===== src/rtl/uart_lite_pkg.sv =====
// uart_lite_pkg: shared states and sizing for the UART-lite TX path.
package uart_lite_pkg;

    typedef enum logic [1:0] {
        IDLE  = 2'd0,
        VALID = 2'd1,
        FLUSH = 2'd2
    } tx_state_e;

    localparam int DEFAULT_DEPTH   = 16;
    localparam int DEFAULT_WIDTH   = 8;
    localparam int DEFAULT_COUNT_W = $clog2(DEFAULT_DEPTH) + 1;

    function automatic int count_w(input int depth);
        return $clog2(depth) + 1;
    endfunction

endpackage


===== src/rtl/uart_tx_fifo_ctrl.sv =====
// uart_tx_fifo_ctrl: feeds host writes into the TX FIFO and drains it to the serializer.
module uart_tx_fifo_ctrl
    import uart_lite_pkg::*;
#(
    parameter int DEPTH  = DEFAULT_DEPTH,
    parameter int WIDTH  = DEFAULT_WIDTH,
    parameter int LOW_WM = 2
) (
    input  logic                      clk_i,
    input  logic                      rst_ni,
    input  logic                      enable_i,
    input  logic                      flush_i,
    input  logic                      host_wr_i,
    input  logic [WIDTH-1:0]          host_data_i,
    input  logic                      overrun_clr_i,
    output logic                      fifo_wr_o,
    output logic [WIDTH-1:0]          fifo_data_o,
    output logic                      fifo_rd_o,
    output logic                      fifo_rst_o,
    input  logic [WIDTH-1:0]          fifo_data_i,
    input  logic                      fifo_empty_i,
    input  logic                      fifo_full_i,
    input  logic [count_w(DEPTH)-1:0] fifo_count_i,
    output logic                      tx_valid_o,
    output logic [WIDTH-1:0]          tx_data_o,
    input  logic                      tx_ready_i,
    output logic                      overrun_o,
    output logic                      irq_watermark_o,
    output logic                      idle_o
);

    localparam int CW = count_w(DEPTH);

    tx_state_e        state_q, state_d;
    logic [WIDTH-1:0] tx_data_q, tx_data_d;
    logic             overrun_q, overrun_d;
    logic             irq_q, irq_d;
    logic             pop;

    assign pop = ~fifo_empty_i & enable_i & ~flush_i &
                 ((state_q == IDLE) | ((state_q == VALID) & tx_ready_i));

    always_comb begin
        state_d = state_q;
        unique case (state_q)
            IDLE:    state_d = flush_i ? FLUSH : (pop ? VALID : IDLE);
            VALID:   state_d = tx_ready_i ? (pop ? VALID : IDLE) : (flush_i ? FLUSH : VALID);
            FLUSH:   state_d = flush_i ? FLUSH : IDLE;
            default: state_d = IDLE;
        endcase
        tx_data_d = (state_q == FLUSH) ? '0 : (pop ? fifo_data_i : tx_data_q);
        // a write that lands on a full FIFO only loses data when nothing is popped alongside it
        overrun_d = (fifo_wr_o & fifo_full_i & ~pop) | (overrun_q & ~overrun_clr_i);
        irq_d     = enable_i & (fifo_count_i <= CW'(LOW_WM));
    end

    always_ff @(posedge clk_i or negedge rst_ni) begin
        if (!rst_ni) begin
            state_q   <= IDLE;
            tx_data_q <= '0;
            overrun_q <= 1'b0;
            irq_q     <= 1'b0;
        end else begin
            state_q   <= state_d;
            tx_data_q <= tx_data_d;
            overrun_q <= overrun_d;
            irq_q     <= irq_d;
        end
    end

    assign fifo_wr_o       = host_wr_i & (state_q != FLUSH);
    assign fifo_data_o     = host_data_i;
    assign fifo_rd_o       = pop;
    assign fifo_rst_o      = ~rst_ni | (state_q == FLUSH);
    assign tx_valid_o      = (state_q == VALID);
    assign tx_data_o       = tx_data_q;
    assign overrun_o       = overrun_q;
    assign irq_watermark_o = irq_q;
    assign idle_o          = (state_q == IDLE) & fifo_empty_i;

    a_rd_nonempty: assert property (@(posedge clk_i) disable iff (!rst_ni) !(fifo_rd_o && fifo_empty_i));
    a_rd_rst:      assert property (@(posedge clk_i) disable iff (!rst_ni) !(fifo_rd_o && fifo_rst_o));
    a_data_hold:   assert property (@(posedge clk_i) disable iff (!rst_ni)
                                    tx_valid_o && !tx_ready_i |=> $stable(tx_data_o));

endmodule


===== config.mk =====
export PLATFORM = sky130hd
export DESIGN_NAME = uart_tx_fifo_ctrl
export DESIGN_NICKNAME = d
export VERILOG_FILES = /design/src/rtl/uart_lite_pkg.sv /design/src/rtl/uart_tx_fifo_ctrl.sv
export SDC_FILE = /design/constraint.sdc
export NUM_CORES = 1
export LEC_CHECK = 0
export ABC_CLOCK_PERIOD_IN_PS = 1060
export BUFFER_PORTS_ARGS = -buffer_cell sky130_fd_sc_hd__buf_2
export CAP_MARGIN = 40
export CORE_UTILIZATION = 32
export DETAILED_ROUTE_END_ITERATION = 8
export PLACE_DENSITY = 0.77
export SYNTH_ARGS = -nofsm -noshare
export SYNTH_HDL_FRONTEND = slang
export SYNTH_SLANG_ARGS = --single-unit
export TNS_END_PERCENT = 50

===== constraint.sdc =====
create_clock -name clk_i -period 1.06 [get_ports clk_i]
set_input_delay 0.106 -clock clk_i [delete_from_list [all_inputs] [get_ports clk_i]]
set_output_delay 0.106 -clock clk_i [all_outputs]
set_load 0.05 [all_outputs]

# [After elaboration in Yosys (flattened, before gate mapping)]
# Cells that the tools add are included.
[word_totals] mem_count=0 romBits=0 out_inout_bits=23 latchBits=0 inputBits=30 ff_bits=12 ram_bits=0 word_cells=36
[op_classes] addsub=0 multipliers=0 reduce_logical=2 bitwise=18 n_shift=0 magnitude_cmp=1 n_eq_ne=3 muxes=8 div_mod_pow=0
[op_table] operator="$mux W8" n=2
[op_table] operator="$and A1 B1 Y1" n=10
[op_table] operator="$mux W2" n=4
[op_table] operator="$pmux W2 S3" n=1
[op_table] operator="$le A5 B2 Y1 const B" n=1
[op_table] operator="$not A1 Y1" n=5
[op_table] operator="$or A1 B1 Y1" n=3
[op_table] operator="$eq A2 B1 Y1 const B" n=1
[op_table] operator="$eq A2 B2 Y1 const B" n=1
[op_table] operator="$logic_not A2 Y1" n=1
[op_table] operator="$ne A2 B2 Y1 const B" n=1
[op_table] operator="$reduce_bool A2 Y1" n=1
[op_table] operator="$mux W1" n=1

# [Longest topological paths before layout]
# Gate-level depths: netlist of run 1.
[depth] ltp_word=7 ltp_mapped=4

# [Least setup slack after synthesis of run 1]
# OpenSTA, ideal clock, no wires.
[synth_path] path_kind="reg2out" startpoint="register state_q[1]" endpoint="output idle_o" t_required_ps=954 path_slack_ps=-693 path_buffers=1 path_stages_with_launch=3 arrival_time_ps=1647 path_cell_list="dfrtp_1 -> buf_6 -> nor3b_1"
[synth_via] elab_chain_len=2
[synth_rtl] element="start: declaration" line="uart_tx_fifo_ctrl.sv:34" source="tx_state_e state_q, state_d;"
[synth_rtl] element="start signal: assignment" line="uart_tx_fifo_ctrl.sv:64" source="state_q <= state_d;"
[synth_rtl] element="$logic_not A2 Y1" line="uart_tx_fifo_ctrl.sv:79" source="assign idle_o = (state_q == IDLE) & fifo_empty_i;"
[synth_rtl] element="$and A1 B1 Y1" line="uart_tx_fifo_ctrl.sv:79"
[synth_rtl] element="end: declaration" line="uart_tx_fifo_ctrl.sv:29" source="output logic idle_o"
# No other way between the ends.

# [Worst setup path in the final report of run 1]
[layout_path] startpoint="register state_q[1]" endpoint="output fifo_wr_o"
[layout_via] elab_chain_len=2
[layout_rtl] element="$ne A2 B2 Y1" line="uart_tx_fifo_ctrl.sv:71" source="assign fifo_wr_o = host_wr_i & (state_q != FLUSH);"
[layout_rtl] element="$and A1 B1 Y1" line="uart_tx_fifo_ctrl.sv:71"
[layout_rtl] element="end: declaration" line="uart_tx_fifo_ctrl.sv:16" source="output logic fifo_wr_o,"
# No other way between the ends.

==> run_results.csv, run 1 <==
group,metric,value,unit
outcome,status,"finished with violations",
outcome,violations,"setup timing",
floorplanning,die_width,44.92,um
worst_setup_path,crit_slowest_cell,"dfrtp_2",
cts,root_buffer,"clkbuf_4",
cts,cts.htree.levels,1,
pwr,combPwrFrac,24.8,%
detailed_routing,firstDrtPassIters,5,
floorplanning,die_y,44.92,um
min_path,hp-class,"primary input to flop",
layout,finalNonFillerCells,113,
synthesis,synthCells,48,
grt,antenna_found_initial,0,
worst_setup_path,crit_type,"flop to primary output",
detailed_routing,drt_iter0_markers,16,
timing,slew_headroom,74.01,%
grt,global_route.overflow_total,0,
cts,insertion_delay,0.26,ns
timing,setup_viol_count_final,14,
min_path,whs_path_depth,2,
timing,timing.final.ws_setup,-0.3031,ns
timing,drv_slew,0,
worst_setup_path,cp_slowest_stage_delay,0.42,ns
worst_setup_path,end_kind,"primary output",
grt,grt_usage,14.33,%
detailed_routing,avgViaCountPerCell,4.566,
worst_setup_path,cp_max_fo,5,
synthesis,yosysWarnings,0,
placed_design,place.gp.congestion,0.7741,
synthesis,netlist_top_cells_area,"dfrtp_1 (51%), a22o_1 (12%), buf_4 (10%)",
timing,finalHoldViolCount,0,
layout,synthToLayoutAreaGrowth,51.17,%
pwr,power,0.001126,W
synthesis,syn-num-nets,78,
cts,clockBufferDepth,2,
synthesis,synth_seq_cells,12,
detailed_routing,vias,516,
timing,finalCritPeriodShare,128.6,%
detailed_routing,wl_per_cell,11.48,um
synthesis,syn-cell-area,589.3,um^2
synthesis,syn_avg_cell_area,12.28,um^2
pwr,pwr_density_cell,1264,nW/um^2
layout,nets,119,
layout,antenna_cells,0,
synthesis,ys_types,20,
pwr,intPower,0.0007989,W
timing,fmaxAchievable,733.6,MHz
floorplanning,core_area,1727,um^2
worst_setup_path,worstPathArrival,1.26,ns
cts,cts_made_buffers,3,
floorplanning,die-area,2017,um^2
floorplanning,num_io_pins,53,
grt,grt_max_degree,13,
timing,worst_pin_slew,0.3875,ns
layout,seqCellArea,301.5,um^2
grt,grt_pass1_wl,2042,um
floorplanning,initial_core_util,34.13,%
layout,fillers,167,
worst_setup_path,worstSetupStartpointType,"flop",
layout,drive_above_1_share,59.09,%
synthesis,synth_edf_count,0,
pwr,vdd_drop_max,0.5740,mV
layout,multi_input_comb_area,227.7,um^2
synthesis,ys.flop_type,"dfrtp_1",
detailed_routing,drc,0,
detailed_routing,totalWireLength,1297,um
synthesis,synth_top_area_share,50.96,%
cts,path_clk_slew,0.08,ns
pwr,power_frac_seq,43.7,%
detailed_routing,ant_nets,0,
floorplanning,rows,15,
cts,numClockSinks,12,
timing,fin_crit,1.363,ns
worst_setup_path,cp.required,0.95,ns
pwr,p_sw,0.0003269,W
cts,cts_tree,"yes",
pwr,power_switching_share,29.04,%
pwr,leakage,0.4809,nW
pwr,p_clk_share,31.5,%
synthesis,seq_area_frac_synth,50.96,%
job,cap_violations,0,
placed_design,dp.cells,105,
timing,rsz0062_at_grt,"true",
grt,grt_pass1_vias,475,
worst_setup_path,crit_chain,"or2b_1 > and2_4 > buf_8",
synthesis,async_reset_ff_share,100.0,%
placed_design,numPortBuffers,36,
timing,skew,0.002158,ns
synthesis,yosysTopAreaCell,"dfrtp_1",
worst_setup_path,worstRegToRegCells,3,
[cell usage after synthesis (2+ instances only)]
cell type  number
buf_4           8
nor3b_1         2
a22o_1          8
dfrtp_1        12
and2_1          2
nand2b_1        2
[path summary, 6_finish.rpt]
check / end / from / slack [ns]
worst min-delay path: overrun_o / overrun_clr_i / 0.03
min in group asynchronous: tx_data_o[7] / rst_ni / 0.31
max in group asynchronous: state_q[1] / rst_ni / 0.59
worst max-delay path: fifo_wr_o / state_q[1] / -0.30
worst max register to register: tx_data_o[5] / state_q[1] / -0.12
worst min register to register: tx_data_o[4] / tx_data_o[4] / 0.50
[cell usage in the layout (no fill, tap or decap)]
cell	count
buf_2	31
dfrtp_1	11
a22o_1	8
buf_4	6
buf_6	4
clkbuf_4	3
dlygate4sd3_1	3
nand2b_1	2
o21ai_0	1
and2_1	1
and2b_1	1
nand2b_4	1
nor4b_4	1
a211oi_1	1
or2b_1	1
and2_4	1
inv_1	1
nand3_1	1
o22ai_1	1
or4b_1	1
a21oi_1	1
nand2_1	1
nor3b_2	1
nor3b_1	1
o2bb2ai_2	1
clkbuf_8	1
buf_8	1
dfrtp_2	1
[final cells by class]
cell class / instances / share of cell area (%)
tap: 25 / 3.511
multi-input combinational: 26 / 25.56
sequential: 12 / 33.85
inverter: 1 / 0.4213
timing repair buffer: 45 / 32.58
clock buffer: 4 / 4.073
[per-stage QoR]
step / instance area [um^2] / worst slack [ns] / TNS [ns] / util, % / hold WS [ns]
after floorplan: 594.3 / -0.6023 / -6.175 / - / -0.1896
after global placement: 772.0 / -0.1212 / -1.418 / 44.71 / 0.04884
after detailed placement: 772.0 / -0.2135 / -2.155 / 44.71 / 0.05126
after CTS: 890.9 / -0.3087 / -2.637 / 51.59 / 0.01705
after global routing: 890.9 / -0.3597 / -3.339 / 51.59 / 0.02154
final: 890.9 / -0.3031 / -2.345 / 51.59 / 0.02902
[layer usage]
layer	part of all wire [%]	vias to the layer above	GRT usage (%)	wire [um]
li1	-	246	-	-
met5	0	-	0	0
met2	50	27	24.41	650
met3	7.9	0	4.400	103
met1	42	243	16.67	544
met4	0	0	6.061	0
[power by group through the flow]
| stage | Sequential (W) | Combinational, W | Clock (W) |
|---|---|---|---|
| floorplan | 0.000558 | 0.000175 | 0 |
| global placement | 0.000500 | 0.000242 | 0 |
| detailed placement | 0.000501 | 0.000245 | 0 |
| CTS | 0.000492 | 0.000279 | 0.000365 |
| global route | 0.000495 | 0.000296 | 0.000394 |
| finish | 0.000492 | 0.000279 | 0.000355 |
[sequential cells by signal (all words and copies together), names as in the netlist]
signal	count
overrun_o	1
irq_watermark_o	1
state_q	2
tx_data_o	8
[logic make-up after synthesis]
logic type | Yosys count | synth area share [%]
simple gates | 13 | 18.89
buf+inv | 10 | 12.74
compound gates | 13 | 17.41
flops | 12 | 50.96
[critical path: cells and delay by family (launching register included)]
family	cells	cell delay (ns)
flip-flops	1	0.42
buffers and inverters	1	0.14
AND/OR/NAND/NOR	2	0.43
[what timing repair did]
item	4_1_cts	5_1_grt
buffers inserted	1	0
hold endpoints to repair	13	0
pin swaps	2	2
gates resized for setup	14	0
hold buffers	3	0
setup endpoints to repair	14	14
Note: power is estimated with default switching activity, not from simulation.
==> run 2, diff against run 1 <==
Settings changed: ABC_AREA set to 1, CORE_UTILIZATION 32 to 33.
==> run_results.csv, run 2 <==
group,metric,value,unit
synthesis,ys.flop_type,"dfrtp_1",
worst_setup_path,worstPathArrival,1.18,ns
synthesis,synth_top_area_share,47.06,%
grt,grt_pass1_vias,560,
synthesis,netlist_top_cells_area,"dfrtp_1 (47%), buf_4 (9.4%), nand2_1 (8.8%)",
synthesis,yosysMostFrequentCell,"nand2_1",
grt,grt_max_degree,13,
placed_design,dp.cells,131,
worst_setup_path,worstRegToRegCells,5,
timing,finalHoldViolCount,0,
synthesis,synth_edf_count,0,
layout,final_cell_mix,"buf_2 (31), nand2_1 (13), dfrtp_1 (11)",
job,cap_violations,0,
layout,fillers,184,
detailed_routing,avgViaCountPerCell,4.628,
grt,use_met3,2.381,%
floorplanning,die-area,2114,um^2
cts,path_clk_slew,0.08,ns
timing,slew_headroom,82.91,%
grt,met2_usage,26.76,%
detailed_routing,vias,634,
cts,cts.htree.levels,1,
cts,insertion_delay,0.28,ns
cts,clockBufferDepth,2,
outcome,violations,"setup timing",
layout,drive_above_1_share,56.25,%
pwr,leakage,0.5549,nW
pwr,vdd_drop_max,0.7401,mV
synthesis,ys_types,15,
synthesis,syn-num-nets,101,
timing,rsz0062_at_grt,"true",
cts,cts_made_buffers,3,
worst_setup_path,r2r-start,"state_q[1]",
timing,worst_pin_slew,0.2581,ns
worst_setup_path,end_kind,"primary output",
worst_setup_path,worstSetupStartpointType,"flop",
synthesis,yosysWarnings,0,
worst_setup_path,rrSetupSlack,0,ns
detailed_routing,drt_iter0_markers,17,
outcome,status,"finished with violations",
synthesis,yosys-top-cells-count,"nand2_1 (15), dfrtp_1 (12), nand3_1 (9)",
placed_design,place.gp.congestion,0.6623,
worst_setup_path,crit_type,"flop to primary output",
synthesis,syn_avg_cell_area,8.987,um^2
layout,antenna_cells,0,
floorplanning,rows,15,
grt,global_route.overflow_total,0,
worst_setup_path,endpoint,"fifo_rd_o",
detailed_routing,wl_per_cell,11.45,um
placed_design,post-dp-hpwl,1179,um
pwr,pwr_density_cell,1189,nW/um^2
worst_setup_path,reg2reg_to,"tx_data_o[0]",
timing,fin_crit,1.282,ns
floorplanning,num_io_pins,53,
cts,root_buffer,"clkbuf_4",
timing,setup_viol_count_final,7,
cts,cts_tree,"yes",
floorplanning,die_width,45.98,um
synthesis,seq_area_frac_synth,47.06,%
synthesis,yosysTopAreaCell,"dfrtp_1",
grt,antenna_found_initial,0,
synthesis,async_reset_ff_share,100.0,%
worst_setup_path,cp.required,0.95,ns
grt,grtUsageMet1,17.52,%
detailed_routing,drc,0,
timing,finalCritPeriodShare,121.0,%
timing,timing.final.ws_setup,-0.2223,ns
grt,grt.busiest_layer,"met2",
placed_design,numPortBuffers,36,
layout,synthToLayoutAreaGrowth,56.86,%
floorplanning,initial_core_util,36.17,%
worst_setup_path,cp_max_fo,4,
grt,grt_usage,15.94,%
timing,drv_slew,0,
floorplanning,die_y,45.98,um
synthesis,synth_seq_cells,12,
layout,largest_register_ff_count,8,
cts,numClockSinks,12,
min_path,hp-class,"primary input to flop",
grt,grt_pass1_wl,2297,um
timing,skew,0.001668,ns
layout,finalNonFillerCells,137,
pwr,power,0.001190,W
synthesis,synthCells,71,
layout,nets,143,
synthesis,syn-cell-area,638.1,um^2
detailed_routing,firstDrtPassIters,4,
floorplanning,core_area,1764,um^2
detailed_routing,totalWireLength,1568,um
timing,fmaxAchievable,779.9,MHz
layout,layout_commonest_cell,"buf_2",
worst_setup_path,startpoint,"state_q[1]",
detailed_routing,ant_nets,0,
==> run 2: what timing repair did <==
item / in CTS / in global routing
buffers inserted: 1 / 0
hold buffers: 2 / 0
pin swaps: 5 / 1
endpoints found under the hold margin: 13 / 0
setup endpoints to repair: 14 / 15
gates resized for setup: 17 / 6
==> run 2: layer usage <==
layer,share of wire [%],wire (um)
met1,39,617
met2,52,821
met3,6.4,100
met4,1.8,28
met5,0,0
==> run 2: how the worst min path moves through the flow <==
stage,slack (ns),depth (start not counted),start,end
2_1_floorplan,-0.19,0,rst_ni,irq_watermark_o
3_3_place_gp,0.07,2,rst_ni,tx_data_o[2]
3_5_place_dp,0.07,2,rst_ni,tx_data_o[2]
4_1_cts,0.04,4,fifo_count_i[2],irq_watermark_o
5_1_grt,0.06,4,fifo_count_i[2],irq_watermark_o
6_report,0.05,4,fifo_count_i[2],irq_watermark_o
==> run 2: logic make-up (layout without fill, tap and decap cells) <==
kind of cell	Yosys count	count (layout)	synth area share (%)
buffers and inverters	15	56	14.71
AND/OR/NAND/NOR	41	41	34.70
AO/OA/AOI/OAI	3	3	3.529
flip-flops	12	12	47.06
==> run 2: power by group <==
group	total, W	switching [W]	internal (W)
registers	0.000496	0.0000167	0.000480
clock network	0.000373	0.000164	0.000209
logic	0.000321	0.000202	0.000119
total	0.00119	0.000383	0.000807
==> run 2: worst max-delay path, stage by stage (launching register included) <==
cell	delay [ns]
dfrtp_2	0.47
nor2_4	0.13
nand3_4	0.09
clkinvlp_4	0.08
buf_8	0.13
==> run 2: metrics by stage <==
stage / hold WS [ns] / util (%) / instance area (um^2) / TNS [ns] / setup WS [ns]
after global routing: 0.06100 / 56.74 / 1001 / -1.539 / -0.2639
final: 0.04511 / 56.74 / 1001 / -0.9826 / -0.2223
after detailed placement: 0.06956 / 48.87 / 862.1 / -0.6278 / -0.06787
after CTS: 0.04245 / 55.60 / 980.9 / -1.305 / -0.2334
after floorplan: -0.1896 / - / 661.9 / -0.6957 / -0.1252
after global placement: 0.07020 / 48.87 / 862.1 / -0.1882 / -0.03631
==> run 2: final cells by class <==
type | count | area [um^2] | area share [%]
Timing Repair Buffer | 46 | 310.3 | 31.00
Clock buffer | 4 | 36.28 | 3.625
Tap cell | 25 | 31.28 | 3.125
Multi-Input combinational cell | 44 | 292.8 | 29.25
Inverter | 6 | 28.78 | 2.875
Sequential cell | 12 | 301.5 | 30.12
